$ cat src/rtl/ddr4_cmd_sched.sv
// ddr4_cmd_sched: two-requester DDR4 PRE/ACT/CAS scheduler with a per-bank open-row table.
// Optional macro DDR4_OPEN_PAGE_EN keeps rows open (row hits skip ACT); default build uses RDA/WRA.
module ddr4_cmd_sched #(
    parameter int ADDRWIDTH = 17,
    parameter int COLWIDTH  = 10,
    parameter int BGWIDTH   = 2,
    parameter int BAWIDTH   = 2,
    parameter int TRP       = 4,
    parameter int TRCD      = 4,
    parameter int TCL       = 4
) (
    input  logic                     clk,
    input  logic                     reset,
    input  logic [1:0]               req_valid,
    input  logic [1:0]               req_we,
    input  logic [2*BGWIDTH-1:0]     req_bg,
    input  logic [2*BAWIDTH-1:0]     req_ba,
    input  logic [2*ADDRWIDTH-1:0]   req_row,
    input  logic [2*COLWIDTH-1:0]    req_col,
    output logic [1:0]               req_ready,
    input  logic                     stall,
    output logic                     cs_n,
    output logic                     act_n,
    output logic [ADDRWIDTH-1:0]     A,
    output logic [BGWIDTH-1:0]       bg,
    output logic [BAWIDTH-1:0]       ba,
    output logic [1:0]               done
);
    localparam int BKW   = BGWIDTH + BAWIDTH;
    localparam int NBANK = 1 << BKW;
    localparam int A_AP  = 10;
    localparam logic [3:0] TRP_LAST  = 4'(TRP - 1);
    localparam logic [3:0] TRCD_LAST = 4'(TRCD - 1);
    localparam logic [3:0] TCL_LAST  = 4'(TCL - 1);
`ifdef DDR4_OPEN_PAGE_EN
    localparam logic CAS_AP = 1'b0;
`else
    localparam logic CAS_AP = 1'b1;
`endif

    typedef enum logic [2:0] {
        IDLE      = 3'd0,
        PRE       = 3'd1,
        TRP_WAIT  = 3'd2,
        ACT       = 3'd3,
        TRCD_WAIT = 3'd4,
        CAS       = 3'd5,
        TCL_WAIT  = 3'd6
    } state_t;

    state_t                 state_r, state_s;
    logic [3:0]             cnt_r, cnt_s;
    logic                   ptr_r;
    logic                   owner_r;
    logic                   we_r;
    logic [BGWIDTH-1:0]     tbg_r;
    logic [BAWIDTH-1:0]     tba_r;
    logic [ADDRWIDTH-1:0]   trow_r;
    logic [COLWIDTH-1:0]    tcol_r;
    logic [NBANK-1:0]       open_r;
    logic [ADDRWIDTH-1:0]   open_row_r [NBANK];

    logic                   gnt_idx_s;
    logic                   grant_s;
    logic                   issue_s;
    logic                   done_s;
    logic                   sel_we_s;
    logic [BGWIDTH-1:0]     sel_bg_s;
    logic [BAWIDTH-1:0]     sel_ba_s;
    logic [ADDRWIDTH-1:0]   sel_row_s;
    logic [COLWIDTH-1:0]    sel_col_s;
    logic [BKW-1:0]         sel_bank_s;
    logic [BKW-1:0]         cur_bank_s;
    logic                   sel_hit_s;

    // Round-robin winner and its request fields, plus the row-table lookup for that bank.
    always_comb begin
        gnt_idx_s  = req_valid[ptr_r] ? ptr_r : ~ptr_r;
        sel_we_s   = gnt_idx_s ? req_we[1] : req_we[0];
        sel_bg_s   = gnt_idx_s ? req_bg[2*BGWIDTH-1:BGWIDTH] : req_bg[BGWIDTH-1:0];
        sel_ba_s   = gnt_idx_s ? req_ba[2*BAWIDTH-1:BAWIDTH] : req_ba[BAWIDTH-1:0];
        sel_row_s  = gnt_idx_s ? req_row[2*ADDRWIDTH-1:ADDRWIDTH] : req_row[ADDRWIDTH-1:0];
        sel_col_s  = gnt_idx_s ? req_col[2*COLWIDTH-1:COLWIDTH] : req_col[COLWIDTH-1:0];
        sel_bank_s = {sel_bg_s, sel_ba_s};
        cur_bank_s = {tbg_r, tba_r};
        sel_hit_s  = open_r[sel_bank_s] && (open_row_r[sel_bank_s] == sel_row_s);
    end

    // Next-state logic: command states hold under stall, wait states always count.
    always_comb begin
        state_s = state_r;
        cnt_s   = cnt_r;
        grant_s = 1'b0;
        issue_s = 1'b0;
        done_s  = 1'b0;
        case (state_r)
            IDLE: begin
                if (!stall && (req_valid != 2'b00)) begin
                    grant_s = 1'b1;
                    cnt_s   = 4'd0;
                    if (sel_hit_s) begin
                        state_s = CAS;
                    end else if (open_r[sel_bank_s]) begin
                        state_s = PRE;
                    end else begin
                        state_s = ACT;
                    end
                end else begin
                    state_s = IDLE;
                end
            end
            PRE, ACT, CAS: begin
                if (!stall) begin
                    issue_s = 1'b1;
                    cnt_s   = 4'd0;
                    if (state_r == PRE) begin
                        state_s = TRP_WAIT;
                    end else if (state_r == ACT) begin
                        state_s = TRCD_WAIT;
                    end else begin
                        state_s = TCL_WAIT;
                    end
                end else begin
                    state_s = state_r;
                end
            end
            TRP_WAIT: begin
                if (cnt_r == TRP_LAST) begin
                    state_s = ACT;
                    cnt_s   = 4'd0;
                end else begin
                    cnt_s = cnt_r + 4'd1;
                end
            end
            TRCD_WAIT: begin
                if (cnt_r == TRCD_LAST) begin
                    state_s = CAS;
                    cnt_s   = 4'd0;
                end else begin
                    cnt_s = cnt_r + 4'd1;
                end
            end
            TCL_WAIT: begin
                if (cnt_r == TCL_LAST) begin
                    state_s = IDLE;
                    cnt_s   = 4'd0;
                    done_s  = 1'b1;
                end else begin
                    cnt_s = cnt_r + 4'd1;
                end
            end
            default: begin
                state_s = IDLE;
                cnt_s   = 4'd0;
            end
        endcase
    end

    // Pin decode; reset forces the deselect/idle values in the same cycle.
    always_comb begin
        req_ready = 2'b00;
        done      = 2'b00;
        cs_n      = 1'b1;
        act_n     = 1'b1;
        A         = '0;
        bg        = tbg_r;
        ba        = tba_r;
        if (reset) begin
            bg = '0;
            ba = '0;
        end else begin
            req_ready = grant_s ? (gnt_idx_s ? 2'b10 : 2'b01) : 2'b00;
            done      = done_s ? (owner_r ? 2'b10 : 2'b01) : 2'b00;
            if (issue_s) begin
                cs_n = 1'b0;
                case (state_r)
                    PRE: begin
                        A[16:14] = 3'b010;
                    end
                    ACT: begin
                        act_n = 1'b0;
                        A     = trow_r;
                    end
                    CAS: begin
                        A[16:14]         = we_r ? 3'b100 : 3'b101;
                        A[COLWIDTH-1:0]  = tcol_r;
                        A[A_AP]          = CAS_AP;
                    end
                    default: begin
                        cs_n = 1'b1;
                    end
                endcase
            end else begin
                cs_n = 1'b1;
            end
        end
    end

    // State, arbitration pointer, latched request and open-row table.
    always_ff @(posedge clk) begin
        if (reset) begin
            state_r <= IDLE;
            cnt_r   <= 4'd0;
            ptr_r   <= 1'b0;
            owner_r <= 1'b0;
            we_r    <= 1'b0;
            tbg_r   <= '0;
            tba_r   <= '0;
            trow_r  <= '0;
            tcol_r  <= '0;
            open_r  <= '0;
        end else begin
            state_r <= state_s;
            cnt_r   <= cnt_s;
            if (grant_s) begin
                ptr_r   <= ~gnt_idx_s;
                owner_r <= gnt_idx_s;
                we_r    <= sel_we_s;
                tbg_r   <= sel_bg_s;
                tba_r   <= sel_ba_s;
                trow_r  <= sel_row_s;
                tcol_r  <= sel_col_s;
            end
            if (issue_s && (state_r == PRE)) begin
                open_r[cur_bank_s] <= 1'b0;
            end else if (issue_s && (state_r == ACT)) begin
                open_r[cur_bank_s]     <= 1'b1;
                open_row_r[cur_bank_s] <= trow_r;
            end else if (issue_s && (state_r == CAS) && CAS_AP) begin
                open_r[cur_bank_s] <= 1'b0;
            end
        end
    end
endmodule

$ cat config.mk
export PLATFORM = sky130hd
export DESIGN_NAME = ddr4_cmd_sched
export DESIGN_NICKNAME = d
export VERILOG_FILES = /design/src/rtl/ddr4_cmd_sched.sv
export SDC_FILE = /design/constraint.sdc
export NUM_CORES = 1
export LEC_CHECK = 0
export BUFFER_PORTS_ARGS = -buffer_cell sky130_fd_sc_hd__buf_2
export CORE_MARGIN = 8
export CORE_UTILIZATION = 31
export DETAILED_ROUTE_END_ITERATION = 7
export SLEW_MARGIN = 20
export SYNTH_ARGS = -nofsm -noshare
export SYNTH_HDL_FRONTEND = slang
export SYNTH_SLANG_ARGS = --single-unit
$ cat constraint.sdc
create_clock -name clk -period 6.8 [get_ports clk]
set_input_delay 0.34 -clock clk [delete_from_list [all_inputs] [get_ports clk]]
set_output_delay 0.34 -clock clk [all_outputs]
set_load 0.02 [all_outputs]
# ---- After elaboration in Yosys (flattened, before gate mapping)
# Memory sizes are Yosys's and may differ from the RTL's.
# Cells that the tools add are included.
dict set report totals {
  ff_bits 57
  latch_bits 0
  ramBits 272
  rom_bits 0
  wordCells 107
  memories 1
}
# memory depth width rd rd_clocked_by_memory_dff wr line
set mem_list {}
lappend mem_list {open_row_r 16 17 1 0 1 61} ;# logic [ADDRWIDTH-1:0] open_row_r [NBANK];
dict set report op_classes {
  n_addsub 1
  n_mul 0
  div_mod_pow 0
  magnitude_cmp 4
  n_eq_ne 13
  n_shift 0
  muxes 59
  n_bitwise 5
  n_reduce_logical 14
}
# cell n
set ops {}
lappend ops {{17-bit 2-to-1 mux} 3}
lappend ops {{16-bit 2-to-1 mux} 3}
lappend ops {{2-bit 2-to-1 mux} 12}
lappend ops {{3-bit 2-to-1 mux} 8}
lappend ops {{1-bit 2-to-1 mux} 23}
lappend ops {{11-bit case mux with 2 select lines} 1}
lappend ops {{17-bit equality test} 1}
lappend ops {{16-bit AND} 1}
lappend ops {{16-bit inverter} 1}
lappend ops {{16-bit OR} 1}
lappend ops {{3-bit case mux with 5 select lines} 1}
lappend ops {{4-bit 2-to-1 mux} 3}
lappend ops {{4-bit case mux with 3 select lines} 1}
lappend ops {{4-bit by 5-bit less-than comparator with 1-bit output, second input constant} 2}
lappend ops {{10-bit 2-to-1 mux} 1}
lappend ops {{2-bit inequality test, second input constant} 5}
lappend ops {{3-bit equality test, second input constant} 3}
lappend ops {{3-bit case mux with 3 select lines} 1}
lappend ops {{3-bit by 2-bit equality test with 1-bit output, second input constant} 2}
lappend ops {{1-bit logical AND} 6}
lappend ops {{3-bit OR reduction} 2}
lappend ops {{4-bit by 1-bit adder with 4-bit output, second input constant} 1}
lappend ops {{1-bit binary-select mux with 4-bit select} 1}
lappend ops {{1-bit demux with 4-bit select} 1}
lappend ops {{11 further kinds} 12}

# ---- Logic depth before layout (Yosys ltp)
# Gate-level depths: netlist of the first run.
dict set report logic_depth {
  ltp_word 10
  depth_mapped 14
  depth_no_buf 10
}

# ---- Worst setup path after synthesis of the first run
# OpenSTA, ideal clock, no wires.
dict set report synth_timing {
  kind {in2reg}
  startpoint {input reset}
  endpoint {memory open_row_r[13][0] (enable)}
  arrival_time_ps 2304
  required_time_ps 6410
  setup_slack_ps 4105
  cell_stages 6
  path_buffers 2
  cell_sequence {clkbuf_1 or3_1 clkbuf_1 nor2_1 nand3_1 nor2_1}
}
dict set report synth_between {
  elab_chain_cells 2
}
# element line
set synth_lines {}
lappend synth_lines {{start, declared} 13} ;# input logic reset,
lappend synth_lines {{1-bit 2-to-1 mux} 201} ;# if (reset) begin
lappend synth_lines {{1-bit 2-to-1 mux (implied by the code)} 228} ;# open_row_r[cur_bank_s] <= trow_r;
lappend synth_lines {{end, declared} 61}
# Every way passes these cells.

# ---- Final worst setup path of the first run
dict set report layout_timing {
  startpoint {register ptr_r}
  endpoint {register state_r[2]}
}
dict set report layout_between {
  elab_chain_cells 10
  word_cells_on_any_way 15
}
# element line
set layout_lines {}
lappend layout_lines {{start, declared} 53} ;# logic ptr_r;
lappend layout_lines {{start signal, assigned} 216} ;# ptr_r <= ~gnt_idx_s;
lappend layout_lines {{1-bit 2-to-1 mux (implied by the code) (2 in series)} 78} ;# gnt_idx_s = req_valid[ptr_r] ? ptr_r : ~ptr_r;
lappend layout_lines {{1-bit 2-to-1 mux (*)} 78}
lappend layout_lines {{2-bit 2-to-1 mux, on equally long branches} {80, 81}}
lappend layout_lines {{memory 16 x 17 bit / 1-bit binary-select mux with 4-bit select (equally long branches)} -}
lappend layout_lines {{17-bit equality test / 1-bit 2-to-1 mux (equally long branches)} 86} ;# sel_hit_s = open_r[sel_bank_s] && (open_row_r[sel_bank_s] == sel_row_s);
lappend layout_lines {{1-bit logical AND (*)} 86}
lappend layout_lines {{3-bit 2-to-1 mux (*)} 101} ;# if (sel_hit_s) begin
lappend layout_lines {{3-bit 2-to-1 mux (*)} 98} ;# if (!stall && (req_valid != 2'b00)) begin
lappend layout_lines {{3-bit case mux with 5 select lines (*)} 96} ;# case (state_r)
lappend layout_lines {{end signal, assigned} 213} ;# state_r <= state_s;
lappend layout_lines {{end, declared} 51} ;# state_t state_r, state_s;
# Mark *: on every way between the ends. The rest lies on a longest branch, timed or not. The select of a mux whose other input is x is not followed.
# A chain may end at the register's enable or synchronous reset.

==> metrics, run 1 <==
max-cap violations 0; Final nets ~1200; register area share after synthesis 0.663; RSZ-0062 raised after global routing false; hold buffer count at CTS 0; Fmax achieved ~240 MHz; vias approximately 9500; CP Cell Sequence nor2b_1 -> o21ai_2 -> nand2_4 -> buf_4 -> mux4_2 -> o21ai_0 -> xnor2_1 -> a32oi_1 -> a221oi_1 -> a31o_1; first-pass GRT wire length 58.9 mm; Reg2Reg Setup Slack approximately 2500 ps; final clock skew between 10 and 15 ps; filler instances around 4400; XOR/XNOR Fraction of Synth Area 0.0162; Worst Hold Depth 3; setup TNS 0 ps; final setup margin roughly 2500 ps; top_reg_cell synth edfxtp_1; WP data arrival ~4600 ps; clk slew on worst S/H paths 60 ps; critical path type reg -> reg; Post-synth EDFFs approximately 270; clock buffer count from CTS 36; DR iter-0 viols 1118; most numerous cell in the Yosys netlist edfxtp_1; synthesis-stage register bit count roughly 330; Reg2Reg Depth 10; GRT overflow 0; post-synthesis mux area share 0.0717; WHS around 94 ps; ranking of synthesized cells by instance count edfxtp_1 (272), nand2_1 (164), nor2_1 (86); Reg-to-Reg Start ptr_r$_SDFFE_PP0P_; slowest stage delay, CP between 700 and 800 ps; share of cells above drive strength 1 0.192; critical path required time roughly 7200 ps; drt total wl just under 40 mm; worst slack at placement 2530 ps; Max clock buf depth 3; Hold Crit Class in -> reg; root buf cell clkbuf_16; Die Ht about 230 um; Final Setup Violations 0; CP top delay family simple AND/OR/NAND/NOR gates; Synth area leader edfxtp_1; Worst-Skew Late Latency 510 ps; Adder-Cell Fraction of Synth Area 0.000891; fin area 0.0164 mm2; slowest CP cell nor2b_1; post-synthesis compound-gate area fraction 0.0947; reg2reg end state_r[2]$_SDFFE_PP0P_; postcts setup bufs 0; I/O Buffers 95; Die X ~230 um; ranking of synthesized cells by area edfxtp_1 (58%), dfxtp_1 (8.1%), nand2_1 (4.4%), mux4_2 (3.5%), mux2i_1 (2.9%); final period utilization 0.626; std cell rows 78; drt drc 0; Initial Util 0.312; Critical path origin ptr_r$_SDFFE_PP0P_; Buf+Inv Stages, Crit Path 1; Area growth, synth to finish 16.5%; share of the synthesized area in the top cell type 0.581; outcome finished clean; worst IR drop on VDD between 0.00015 and 0.0002 V; initial antenna violation count 0; syn_nets roughly 1200; Worst Path Max Fanout between 50 and 60; diodes inserted 0; total leakage power 5.56 nW; largest net degree at the start of global routing 65; Synth Cell Area 0.0140 mm2; core box area between 0.04 and 0.05 mm2; Hold Startpoint req_col[12]; CTS Sinks about 330; Total GRT Usage 0.145; Final Critical Period approximately 4300 ps; Netlist cell types 65; Simple-Gate Fraction of Synth Area 0.129; CTS resizes 0; I/O pin count 96; asr flop ratio synth 0; Slew @ Worst Pin between 900 and 1000 ps; drt pass-1 iters 8; power density cells 335 mW/mm2; YS warnings 0; Hold Path Sink tcol_r[2]$_SDFFE_PP0P_; vias in the first global route 9290; antenna viol nets, final 0; Placer Congestion between 0.8 and 0.9; Syn Area/Cell roughly 13 um2; wire per inst roughly 22 um; total power 5.48 mW; CTS tree done; Max Slew Vio Count 0; htree depth 2; Mapped Cells approximately 1100; final hold violations 0; CP Launch Type flip-flop; Post-DP Area roughly 0.015 mm2; Crit. End Element flip-flop; die area 0.0524 mm2; hpwl dp approximately 24 mm; Max-slew headroom 0.378; Via-to-Cell Ratio 5.25; largest family of logic cells by synthesized area simple AND/OR/NAND/NOR gates
worst min-delay path: cells and delay by family:
kind	cells	cell delay [ps]
buffers and inverters	1	90
AND/OR/NAND/NOR	1	40
AO/OA/AOI/OAI	1	70
metal layers:
metal | vias up | GRT usage | share of wire
met5 | - | 0 | 0
met2 | 344 | 0.231 | 0.46
met4 | 0 | 0.0404 | 0.020
met3 | 62 | 0.0207 | 0.064
li1 | 4291 | - | -
met1 | 4767 | 0.204 | 0.45
logic make-up (layout without fill, tap and decap cells):
logic type / after synthesis / in the layout
and+or+nand+nor: 395 / 395
DFF: 329 / 329
AOI/OAI and AO/OA: 187 / 187
buffers and inverters: 76 / 192
muxes: 72 / 72
xor gates and xnor gates: 26 / 26
adders and majority gates: 1 / 1
worst max path at each step:
| stage | to | slack [ps] | cells past startpoint |
|---|---|---|---|
| 6_report | state_r[2]$_SDFFE_PP0P_ | 2550 | 10 |
| 5_1_grt | state_r[2]$_SDFFE_PP0P_ | 2160 | 11 |
| 4_1_cts | state_r[2]$_SDFFE_PP0P_ | 2550 | 10 |
| 3_5_place_dp | state_r[2]$_SDFFE_PP0P_ | 2530 | 11 |
| 3_3_place_gp | state_r[2]$_SDFFE_PP0P_ | 2640 | 12 |
| 2_1_floorplan | open_row_r[13][0]$_DFFE_PP_ | 4110 | 6 |
cells in the final DEF (no fill, tap or decap), types with 5 or more instances in the layout:
master     instances
edfxtp_1         272
nand2_1          164
buf_2             95
nor2_1            70
dfxtp_1           57
o21ai_0           42
mux2i_1           40
clkbuf_16         37
nand3_1           36
a211oi_1          32
nand4_1           28
nor2b_1           25
buf_4             25
mux4_2            22
xnor2_1           20
a22oi_1           17
a32oi_1           15
and3_1            13
clkbuf_1          13
a21oi_1           12
nor2_2            12
nand2b_1          12
a311oi_1          12
a31oi_1            8
clkbuf_8           8
o211ai_1           7
nor2_4             6
inv_1              6
and2_1             6
xor2_1             6
mux2_2             6
o2111ai_1          5
sequential cells by signal, indices dropped and copies added (netlist names), named ones only:
register / cells
trow_r: 17
we_r: 1
open_row_r: 272
owner_r: 1
tcol_r: 10
cnt_r: 4
ptr_r: 1
tbg_r: 2
state_r: 3
tba_r: 2
per-stage QoR:
step | utilization | cells
global route | 0.363 | 1802
finish | 0.363 | 1802
CTS | 0.363 | 1802
floorplan | - | 1086
global placement | 0.338 | 1736
detailed placement | 0.338 | 1736
report_power, final:
group	switching [mW]	internal (mW)	total [mW]
Clock	0.763	1.09	1.86
Sequential	0.185	2.36	2.55
Combinational	0.694	0.381	1.07
cell type report:
| class | count | area, um2 | area share |
|---|---|---|---|
| clock buffer | 58 | 1080 | 0.0663 |
| clock inverter | 8 | 45.0 | 0.00275 |
| multi-input combinational | 681 | 4490 | 0.274 |
| sequential | 329 | 9310 | 0.569 |
| timing repair buffer | 120 | 663 | 0.0405 |
| inverter | 6 | 22.5 | 0.00138 |
| tap | 600 | 751 | 0.0459 |
No activity file was read; power rests on OpenSTA's default activity.
==> run 2, diff against run 1 <==
==> constraint.sdc (replaced) <==
create_clock -name clk -period 3.8 [get_ports clk]
set_input_delay 0.19 -clock clk [delete_from_list [all_inputs] [get_ports clk]]
set_output_delay 0.19 -clock clk [all_outputs]
set_load 0.02 [all_outputs]
==> run 2 against run 1 <==
Register-to-register slack got worse by 2000 ps. Sequential cell count stayed put. Total power is 83% higher. Design area up 2.7%. Non-clock buffer count up 52. Clock-buffer cell count is 8 lower. Clock skew barely moved. Sequential share of layout area is 1.5 points lower. Global-route usage grew 0.40 points.
==> metrics, run 2 (synthesized netlist as in run 1, its figures left out) <==
reg2reg end state_r[2]$_SDFFE_PP0P_; drt pass-1 iters 5 (-3); Final Critical Period 3260 ps (-999 ps); Placer Congestion 0.810 (-0.80%); clock buffer count from CTS 35 (-2.8%); final hold violations 0 (unchanged); WP data arrival 3720 ps (-920 ps); outcome finished clean; RSZ-0062 raised after global routing false; commonest non-fill, non-tap cell in the layout edfxtp_1; antenna viol nets, final 0 (unchanged); htree depth 2 (unchanged); met3 WL post-DR 2.46 mm (-1.6%); Die Ht 229 um (unchanged); Initial Util 0.312 (unchanged); GRT overflow 0 (unchanged); Largest regs open_row_r: 272 flops, trow_r: 17 flops, tcol_r: 10 flops; Reg-to-Reg Start ptr_r$_SDFFE_PP0P_; I/O Buffers 95 (unchanged); hpwl dp 25.3 mm (+6.1%); Fmax achieved 307 MHz (+31%); Final nets 1295 (+4.1%); Area growth, synth to finish 19.6%; wire per inst 21.8 um (-0.20%); root buf cell clkbuf_16; final clock skew 14.5 ps (+0.126 ps); CP Launch Type flip-flop; Worst Path Max Fanout 13 (-77%); I/O pin count 96 (unchanged); share of cells above drive strength 1 0.205 (+0.0133); Worst Hold Depth 3 (unchanged); Reg2Reg Depth 10 (unchanged); max reg flops 272 (unchanged); Max Slew Vio Count 0 (unchanged); clk slew on worst S/H paths 70 ps (about the same); Hold Crit Class in -> reg; critical path required time 4260 ps (-2930 ps); Hold Path Sink state_r[0]$_SDFFE_PP0P_; Crit. End Element flip-flop; commonest cells after routing, fill and taps aside edfxtp_1 (272), nand2_1 (164), buf_2 (95); core box area 0.0451 mm2 (unchanged); CTS tree done; final core utilization 0.373 (+0.00991); std cell rows 78 (unchanged); Via-to-Cell Ratio 5.23 (-0.47%); largest net degree at the start of global routing 66 (+1.5%); DR top layer met4; drt total wl 40.3 mm (+2.5%); met1 WL 17.8 mm (-0.53%); DR iter-0 viols 924 (-17%); worst IR drop on VDD 0.000242 V (+29%); initial antenna violation count 0 (unchanged); final period utilization 0.857 (+0.231); critical path type reg -> reg; CTS resizes 0 (unchanged); max-cap violations 0 (unchanged); Final Setup Violations 0 (unchanged); Hold Startpoint stall; power density cells 595 mW/mm2 (+78%); Slew @ Worst Pin 1070 ps (+135 ps); first-pass GRT wire length 60.2 mm (+2.2%); Max-slew headroom 0.288 (-0.0901); setup TNS 0 ps (unchanged); Worst-Skew Late Latency 520 ps (about the same); postcts setup bufs 0 (unchanged); drt drc 0 (unchanged); Total GRT Usage 0.149 (+0.00403); largest register by flop count open_row_r; vias in the first global route 9630 (+3.7%); CTS Sinks 329 (unchanged); vias 9676 (+2.2%); Die X 229 um (unchanged); die area 0.0524 mm2 (unchanged); Max clock buf depth 3 (unchanged); diodes inserted 0 (unchanged); total leakage power 5.82 nW (+4.7%); WL met2 18.9 mm (+4.3%); Reg2Reg Setup Slack 540 ps (-2000 ps)
-- run 2: worst max-delay path by stage --
stage / cells after the start / end / from / slack, ps
2_1_floorplan: 6 / open_row_r[13][0]$_DFFE_PP_ / state_r[1]$_SDFFE_PP0P_ / 1190
3_3_place_gp: 11 / state_r[2]$_SDFFE_PP0P_ / ptr_r$_SDFFE_PP0P_ / 650
3_5_place_dp: 11 / state_r[2]$_SDFFE_PP0P_ / ptr_r$_SDFFE_PP0P_ / 540
4_1_cts: 11 / state_r[2]$_SDFFE_PP0P_ / ptr_r$_SDFFE_PP0P_ / 520
5_1_grt: 11 / state_r[2]$_SDFFE_PP0P_ / ptr_r$_SDFFE_PP0P_ / 210
6_report: 10 / state_r[2]$_SDFFE_PP0P_ / ptr_r$_SDFFE_PP0P_ / 540
-- run 2: final cells by class --
class | count | area, um2
fill | 4309 | 28300
sequential | 329 | 9310
multi-input combinational | 681 | 4460
timing repair buffer | 172 | 1130
clock buffer | 50 | 985
tap | 600 | 751
clock inverter | 13 | 144
inverter | 6 | 22.5
-- run 2: worst max-delay path, stage by stage, from the launching register on --
cell and delay [ps]:
dfxtp_1 330, nand2b_2 320, nand3_1 250, and2_1 710, nor2_1 300, a32oi_1 240
nand3_1 150, xnor2_1 190, o2111ai_1 150, a221oi_1 350, a31o_1 180
-- run 2: per-stage QoR --
step           cells  total power, mW  setup WS, ps  hold slack [ps]  area, um2
6_report        1851             10.0           545             91.6      16800
3_5_place_dp    1766             6.65           543              465      15500
4_1_cts         1851             10.1           521             87.8      16800
3_3_place_gp    1766             6.61           654              459      15500
5_1_grt         1851             10.4           215              100      16800
2_1_floorplan   1086             5.87          1190              349      14000
-- run 2: what timing repair did --
action	CTS	global route
hold endpoints to repair	11	0
hold buffers	22	0
setup endpoints to repair	0	0
-- run 2: layer usage --
metal	track usage	vias to the layer above
met5	0	-
met4	0.0490	0
met3	0.0218	75
met2	0.240	355
met1	0.204	4846
li1	-	4400
-- run 2: report_power, final --
group	leakage [nW]	switching, mW	total [mW]	internal, mW
clock network	0.548	1.36	3.37	2.01
registers	2.96	0.325	4.55	4.23
logic	2.31	1.29	2.08	0.797
total	5.82	2.97	10.0	7.04
